File: src/rtl/regbank_wb_arbiter_pkg.sv
// Shared constants and types for the register-bank writeback arbiter.
// Widths and the read-as-zero register index match the regbank.
package regbank_pkg;

  localparam int DW = 64;
  localparam int AW = 5;
  localparam logic [AW-1:0] ZERO_REG = 5'd31;

  typedef enum logic [0:0] {
    REQ_ALU = 1'b0,
    REQ_MEM = 1'b1
  } req_id_t;

endpackage

File: src/rtl/regbank_wb_arbiter_if.sv
// Bundle of writeback requests, scoreboard issue/check and regbank write port.
// The arbiter takes the slave side; the surrounding pipeline (or bench) takes master.
interface regbank_wb_arbiter_if;
  import regbank_pkg::*;

  logic          alu_valid;
  logic [AW-1:0] alu_addr;
  logic [DW-1:0] alu_data;
  logic          alu_ready;
  logic          mem_valid;
  logic [AW-1:0] mem_addr;
  logic [DW-1:0] mem_data;
  logic          mem_ready;
  logic          issue_valid;
  logic [AW-1:0] issue_addr;
  logic [AW-1:0] chk_addr_a;
  logic [AW-1:0] chk_addr_b;
  logic          busy_a;
  logic          busy_b;
  logic          rb_w;
  logic [AW-1:0] rb_addr;
  logic [DW-1:0] rb_data;

  modport master (
    output alu_valid, alu_addr, alu_data, mem_valid, mem_addr, mem_data,
           issue_valid, issue_addr, chk_addr_a, chk_addr_b,
    input  alu_ready, mem_ready, busy_a, busy_b, rb_w, rb_addr, rb_data
  );

  modport slave (
    input  alu_valid, alu_addr, alu_data, mem_valid, mem_addr, mem_data,
           issue_valid, issue_addr, chk_addr_a, chk_addr_b,
    output alu_ready, mem_ready, busy_a, busy_b, rb_w, rb_addr, rb_data
  );

endinterface

File: src/rtl/regbank_wb_arbiter_rr_arb2.sv
// Two-way round-robin arbiter; bit 0 is the ALU, bit 1 is the load unit.
// The most recently accepted requester loses the next tie.
module rr_arb2
  import regbank_pkg::*;
(
  input  logic       i_clk,
  input  logic       i_rst,
  input  logic [1:0] i_req,
  input  logic       i_accept,
  output logic [1:0] o_gnt
);

  req_id_t r_last;

  // grant selection
  always_comb begin
    o_gnt = 2'b00;
    case (i_req)
      2'b01:   o_gnt = 2'b01;
      2'b10:   o_gnt = 2'b10;
      2'b11:   o_gnt = (r_last == REQ_MEM) ? 2'b01 : 2'b10;
      default: o_gnt = 2'b00;
    endcase
  end

  // last-grant tracking, reset so the ALU wins the first tie
  always_ff @(posedge i_clk) begin
    if (i_rst) begin
      r_last <= REQ_MEM;
    end else if (i_accept) begin
      r_last <= o_gnt[1] ? REQ_MEM : REQ_ALU;
    end else begin
      r_last <= r_last;
    end
  end

endmodule

File: src/rtl/regbank_wb_arbiter.sv
// Shares the regbank write port between ALU and load writebacks and keeps the
// per-register busy scoreboard used by decode for RAW stalls.
module regbank_wb_arbiter
  import regbank_pkg::*;
(
  input  logic                   Clk,
  input  logic                   Reset,
  regbank_wb_arbiter_if.slave    bus
);

  logic [1:0]    w_gnt;
  logic          w_any_gnt;
  logic [AW-1:0] w_addr;
  logic [DW-1:0] w_data;
  logic          w_wr;
  logic [31:0]   w_busy_nxt;

  logic          r_rb_w;
  logic [AW-1:0] r_rb_addr;
  logic [DW-1:0] r_rb_data;
  logic [31:0]   r_busy;

  rr_arb2 u_arb (
    .i_clk    (Clk),
    .i_rst    (Reset),
    .i_req    ({bus.mem_valid, bus.alu_valid}),
    .i_accept (w_any_gnt),
    .o_gnt    (w_gnt)
  );

  assign w_any_gnt = |w_gnt;

  // source mux; a granted write to the zero register is accepted but dropped
  always_comb begin
    w_addr = bus.alu_addr;
    w_data = bus.alu_data;
    if (w_gnt[1]) begin
      w_addr = bus.mem_addr;
      w_data = bus.mem_data;
    end else begin
      w_addr = bus.alu_addr;
      w_data = bus.alu_data;
    end
    w_wr = w_any_gnt && (w_addr != ZERO_REG);
  end

  // regbank write port register stage
  always_ff @(posedge Clk) begin
    if (Reset) begin
      r_rb_w    <= 1'b0;
      r_rb_addr <= {AW{1'b0}};
      r_rb_data <= {DW{1'b0}};
    end else begin
      r_rb_w <= w_wr;
      if (w_wr) begin
        r_rb_addr <= w_addr;
        r_rb_data <= w_data;
      end else begin
        r_rb_addr <= r_rb_addr;
        r_rb_data <= r_rb_data;
      end
    end
  end

  // commit clears first so a same-edge issue to that register wins
  always_comb begin
    w_busy_nxt = r_busy;
    if (r_rb_w) begin
      w_busy_nxt[r_rb_addr] = 1'b0;
    end else begin
      w_busy_nxt = r_busy;
    end
    if (bus.issue_valid && (bus.issue_addr != ZERO_REG)) begin
      w_busy_nxt[bus.issue_addr] = 1'b1;
    end else begin
      w_busy_nxt[ZERO_REG] = 1'b0;
    end
    w_busy_nxt[ZERO_REG] = 1'b0;
  end

  // scoreboard register
  always_ff @(posedge Clk) begin
    if (Reset) begin
      r_busy <= 32'h0000_0000;
    end else begin
      r_busy <= w_busy_nxt;
    end
  end

  assign bus.alu_ready = w_gnt[0];
  assign bus.mem_ready = w_gnt[1];
  assign bus.busy_a    = r_busy[bus.chk_addr_a];
  assign bus.busy_b    = r_busy[bus.chk_addr_b];
  assign bus.rb_w      = r_rb_w;
  assign bus.rb_addr   = r_rb_addr;
  assign bus.rb_data   = r_rb_data;

endmodule

File: src/flat_wrapper.sv
// flat-port wrapper written by rule: the top's interface ports become plain ports
module regbank_wb_arbiter_flat import regbank_pkg::*;
  (Clk, Reset, bus_alu_valid, bus_alu_addr, bus_alu_data, bus_mem_valid, bus_mem_addr, bus_mem_data, bus_issue_valid, bus_issue_addr, bus_chk_addr_a, bus_chk_addr_b, bus_alu_ready, bus_mem_ready, bus_busy_a, bus_busy_b, bus_rb_w, bus_rb_addr, bus_rb_data);
  regbank_wb_arbiter_if bus_i ();
  input  logic Clk;
  input  logic Reset;
  input wire logic [$bits(bus_i.alu_valid)-1:0] bus_alu_valid;
  input wire logic [$bits(bus_i.alu_addr)-1:0] bus_alu_addr;
  input wire logic [$bits(bus_i.alu_data)-1:0] bus_alu_data;
  input wire logic [$bits(bus_i.mem_valid)-1:0] bus_mem_valid;
  input wire logic [$bits(bus_i.mem_addr)-1:0] bus_mem_addr;
  input wire logic [$bits(bus_i.mem_data)-1:0] bus_mem_data;
  input wire logic [$bits(bus_i.issue_valid)-1:0] bus_issue_valid;
  input wire logic [$bits(bus_i.issue_addr)-1:0] bus_issue_addr;
  input wire logic [$bits(bus_i.chk_addr_a)-1:0] bus_chk_addr_a;
  input wire logic [$bits(bus_i.chk_addr_b)-1:0] bus_chk_addr_b;
  output wire logic [$bits(bus_i.alu_ready)-1:0] bus_alu_ready;
  output wire logic [$bits(bus_i.mem_ready)-1:0] bus_mem_ready;
  output wire logic [$bits(bus_i.busy_a)-1:0] bus_busy_a;
  output wire logic [$bits(bus_i.busy_b)-1:0] bus_busy_b;
  output wire logic [$bits(bus_i.rb_w)-1:0] bus_rb_w;
  output wire logic [$bits(bus_i.rb_addr)-1:0] bus_rb_addr;
  output wire logic [$bits(bus_i.rb_data)-1:0] bus_rb_data;
  assign bus_i.alu_valid = bus_alu_valid;
  assign bus_i.alu_addr = bus_alu_addr;
  assign bus_i.alu_data = bus_alu_data;
  assign bus_i.mem_valid = bus_mem_valid;
  assign bus_i.mem_addr = bus_mem_addr;
  assign bus_i.mem_data = bus_mem_data;
  assign bus_i.issue_valid = bus_issue_valid;
  assign bus_i.issue_addr = bus_issue_addr;
  assign bus_i.chk_addr_a = bus_chk_addr_a;
  assign bus_i.chk_addr_b = bus_chk_addr_b;
  assign bus_alu_ready = bus_i.alu_ready;
  assign bus_mem_ready = bus_i.mem_ready;
  assign bus_busy_a = bus_i.busy_a;
  assign bus_busy_b = bus_i.busy_b;
  assign bus_rb_w = bus_i.rb_w;
  assign bus_rb_addr = bus_i.rb_addr;
  assign bus_rb_data = bus_i.rb_data;
  regbank_wb_arbiter u_core (.Clk(Clk), .Reset(Reset), .bus(bus_i));
endmodule
File: config.mk
export PLATFORM = sky130hd
export DESIGN_NAME = regbank_wb_arbiter_flat
export DESIGN_NICKNAME = d
export VERILOG_FILES = /design/src/rtl/regbank_wb_arbiter_pkg.sv /design/src/rtl/regbank_wb_arbiter_if.sv /design/src/rtl/regbank_wb_arbiter_rr_arb2.sv /design/src/rtl/regbank_wb_arbiter.sv /design/src/flat_wrapper.sv
export SDC_FILE = /design/constraint.sdc
export NUM_CORES = 1
export LEC_CHECK = 0
export CELL_PAD_IN_SITES_DETAIL_PLACEMENT = 1
export CELL_PAD_IN_SITES_GLOBAL_PLACEMENT = 2
export CORE_ASPECT_RATIO = 0.9
export CORE_MARGIN = 4
export CORE_UTILIZATION = 25
export CTS_BUF_LIST = sky130_fd_sc_hd__clkbuf_16
export DETAILED_ROUTE_END_ITERATION = 12
export PLACE_DENSITY = 0.83
export SYNTH_ARGS = -nofsm -noshare
export SYNTH_HDL_FRONTEND = slang
export SYNTH_SLANG_ARGS = --single-unit
File: constraint.sdc
create_clock -name Clk -period 4.6 [get_ports Clk]
set_input_delay 0.92 -clock Clk [delete_from_list [all_inputs] [get_ports Clk]]
set_output_delay 0.92 -clock Clk [all_outputs]
set_load 0.05 [all_outputs]
==> flow_metrics.env, run 1 <==
export IMPL_cts_resized=0
export IMPL_finalHoldViolCount=0
export IMPL_cp_data_required_time_ns=3.68
export IMPL_power_static_leakage_nw=2.79
export IMPL_slew_limit_headroom_pct=38.8
export IMPL_timing_final_crit_share_pct=93.2
export IMPL_power_report_internal_total_w=0.00166
export IMPL_post_cts_hold_buffer_count=0
export IMPL_ys_flop_type="sky130_fd_sc_hd__dfxtp_1"
export IMPL_end_kind="output port"
export IMPL_cts_num_sinks=102
export IMPL_finalWeightedCongestion=0.814
export IMPL_track_usage_pct=17.6
export IMPL_coreArea_um2=20900
export IMPL_peakVddDrop_mv=0.178
export IMPL_critical_path_n_buffers_inverters=2
export IMPL_synth_top_cells_by_area="sky130_fd_sc_hd__dfxtp_1 (38%), sky130_fd_sc_hd__a311oi_2 (14%), sky130_fd_sc_hd__nand2_1 (12%)"
export IMPL_power_switching_fraction_pct=35.4
export IMPL_crit_slowest_cell="sky130_fd_sc_hd__clkdlybuf4s50_1"
export IMPL_postSynthCellCount=625
export IMPL_dp_final_hpwl_um=15600
export IMPL_netlist_area_um2=5350
export IMPL_routed_wire_length_per_instance_um=19.4
export IMPL_antennaDiodeCount=0
export IMPL_setup_total_negative_slack_ns=0
export IMPL_crit_family="buffers and inverters"
export IMPL_floorplan_die_height_um=147
export IMPL_max_stage_delay_ns=0.77
export IMPL_worstMarginPinSlew_ns=0.916
export IMPL_pwr_share_seq_pct=38.8
export IMPL_vias=5531
export IMPL_yosys_area_top_type="sky130_fd_sc_hd__dfxtp_1"
export IMPL_cts_buffers=9
export IMPL_fmax_mhz=233
export IMPL_synth_yosys_seq_area_share_pct=38.2
export IMPL_critical_path_data_arrival_time_ns=3.37
export IMPL_drt_pre_antenna_iters=5
export IMPL_avgSynthCellArea_um2=8.56
export IMPL_run_status="complete, no violations"
export IMPL_die_w_um=162
export IMPL_post_detailed_route_count_of_antenna_violating_nets=0
export IMPL_finish_net_count=975
export IMPL_drtIter0Drc=247
export IMPL_path_common_cell="sky130_fd_sc_hd__clkdlybuf4s50_1"
export IMPL_drv_cap=0
export IMPL_vias_in_the_first_global_route=5849
export IMPL_grt_start_max_net_pins=70
export IMPL_total_net_switching_power_w=0.000907
export IMPL_first_pass_grt_wire_length_um=33200
export IMPL_post_route_drc=0
export IMPL_setup_viol=0
export IMPL_ios=232
export IMPL_synth_cell_count_leaders="sky130_fd_sc_hd__nand2_1 (169), sky130_fd_sc_hd__dfxtp_1 (102), sky130_fd_sc_hd__nor3_1 (75)"
export IMPL_ordered_list_of_cells_on_the_worst_path="clkdlybuf4s50_1 > mux2_2 > o311a_1 > o311ai_0 > nand4_1 > clkdlybuf4s50_1"
export IMPL_netlist_cell_type_count=38
export IMPL_p_per_area_nw_per_um2=318
export IMPL_totalWireLength_um=21500
export IMPL_clkSlewWorstSetupHoldPaths_ns=0.08
export IMPL_synthesized_nets=783
export IMPL_setup_worst_path_class="primary input to output port"
export IMPL_final_period_minus_worst_setup_slack_ns=4.29
export IMPL_pwr_share_comb_pct=32.7
export IMPL_floorplan_initialDensity_pct=25.6
export IMPL_clock_skew_ns=0.00870
export IMPL_yosys_register_bits=102
export IMPL_yosys_warnings=0
export IMPL_timing_hold_worst_class="flop to flop"
export IMPL_post_drt_via_cell_ratio=5.00
export IMPL_layout_drive_gt1_share_pct=11.2
export IMPL_clock_power_share_pct=28.5
export IMPL_fillCellCount=2505
export IMPL_rows=50
export IMPL_postCtsSetupRepairBufs=0
export IMPL_cts_buffer_depth=2
export IMPL_crit_fanout=11
export IMPL_synth_top_area_share_pct=38.2
export IMPL_portbufs=231
export IMPL_cts_tree="yes"
export IMPL_synth_edff_count=0
export IMPL_count_leader_synth="sky130_fd_sc_hd__nand2_1"
export IMPL_hold_ws_ns=0.501
export IMPL_final_max_slew_violation_count=0
export IMPL_async_reset_ff_share_pct=0
export IMPL_cts_max_level=3
export IMPL_final_core_utilization_pct=38.6
export IMPL_rsz0062_at_grt="no"
export IMPL_cts_root_buffer_cell="sky130_fd_sc_hd__clkbuf_16"
export IMPL_start_kind="primary input"
export IMPL_clkLatencyLatePin_ns=0.35
export IMPL_grt_remaining_overflow=0
export IMPL_antenna_found_initial=0
export IMPL_areaGrowthSynthToFinish_pct=50.8
export IMPL_die_area_um2=23800
-- final timing paths --
path	startpoint	cells past startpoint	slack (ns)	endpoint
setup / recovery	bus_chk_addr_a[1]	6	0.31	bus_busy_a
hold / removal	u_core.r_busy[11]	2	0.50	u_core.r_busy[11]
setup reg to reg	u_core.u_arb.r_last	5	2.66	u_core.bus.rb_data[22]
hold reg to reg	u_core.r_busy[11]	2	0.50	u_core.r_busy[11]
-- area by class of cell --
cell class	instances	area [um^2]	area share, %
timing repair buffer	239	2390	29.7
multi-input combinational	461	2990	37.1
tap	286	358	4.44
clock inverter	6	45.0	0.558
clock buffer	9	225	2.79
inverter	4	15.0	0.186
sequential	102	2040	25.3
-- per-layer routing --
| metal | GRT usage (%) | share of wire (%) | up-vias |
|---|---|---|---|
| met3 | 8.61 | 10 | 21 |
| met4 | 4.19 | 1.9 | 0 |
| met1 | 20.5 | 41 | 2666 |
| li1 | - | - | 2659 |
| met2 | 29.3 | 47 | 185 |
| met5 | 0 | 0 | - |
-- cells by family (layout without fill, tap and decap cells) --
family                 Yosys count  in the layout  share of synthesized area (%)
multiplexers                    25             25                           6.41
AND/OR/NAND/NOR                290            290                           24.3
buffers and inverters           62            258                           5.97
flip-flops                     102            102                           38.2
AO/OA/AOI/OAI                  146            146                           25.2
-- placed cells by master, fill, tap and decap left out, types with 7 or more instances in the layout --
| cell type | netlist | final |
|---|---|---|
| sky130_fd_sc_hd__clkdlybuf4s50_1 | 0 | 229 |
| sky130_fd_sc_hd__nand2_1 | 169 | 169 |
| sky130_fd_sc_hd__dfxtp_1 | 102 | 102 |
| sky130_fd_sc_hd__nor3_1 | 75 | 75 |
| sky130_fd_sc_hd__a311oi_2 | 49 | 49 |
| sky130_fd_sc_hd__a21oi_1 | 32 | 32 |
| sky130_fd_sc_hd__o21ai_0 | 31 | 31 |
| sky130_fd_sc_hd__a311oi_1 | 16 | 16 |
| sky130_fd_sc_hd__mux2i_1 | 14 | 14 |
| sky130_fd_sc_hd__clkbuf_16 | 0 | 9 |
| sky130_fd_sc_hd__nor2_1 | 8 | 8 |
| sky130_fd_sc_hd__buf_4 | 0 | 8 |
| sky130_fd_sc_hd__nand3_1 | 7 | 7 |
| sky130_fd_sc_hd__mux4_2 | 7 | 7 |
| sky130_fd_sc_hd__nand3b_1 | 7 | 7 |
-- flip-flops by register name (all words and copies together) (netlist names) --
register	cells
u_core.bus.rb_addr	5
u_core.bus.rb_data	64
u_core.bus.rb_w	1
u_core.r_busy	31
u_core.u_arb.r_last	1
-- power by group through the flow --
stage | registers [W] | logic (W) | clock network (W)
after CTS | 0.000995 | 0.000849 | 0.000764
final | 0.000994 | 0.000838 | 0.000732
after detailed placement | 0.00101 | 0.000846 | 0
after global routing | 0.00100 | 0.000889 | 0.000799
after floorplan | 0.00122 | 0.000295 | 0
after global placement | 0.00101 | 0.000841 | 0
-- tightest hold or removal path, delay by kind of cell (launching register included) --
| family | cells | cell delay [ns] |
|---|---|---|
| AO/OA/AOI/OAI | 2 | 0.13 |
| flip-flops | 1 | 0.33 |
-- through the flow --
stage	cells	setup WS (ns)	total power [W]	instance area (um^2)
2_1_floorplan	625	1.18	0.00151	5350
3_3_place_gp	1092	0.369	0.00185	7800
3_5_place_dp	1092	0.304	0.00186	7800
4_1_cts	1107	0.300	0.00261	8070
5_1_grt	1107	0.235	0.00269	8070
6_report	1107	0.311	0.00256	8070
Power figures use the tool's default switching activity.
==> run 2: changes to the inputs <==
--- a/config.mk
+++ b/config.mk
@@ -16,3 +16,4 @@
 export SYNTH_ARGS = -nofsm -noshare
 export SYNTH_HDL_FRONTEND = slang
 export SYNTH_SLANG_ARGS = --single-unit
+export TNS_END_PERCENT = 100
==> results of run 2 <==
No change in the layout: final DEF, timing and power equal those of run 1.
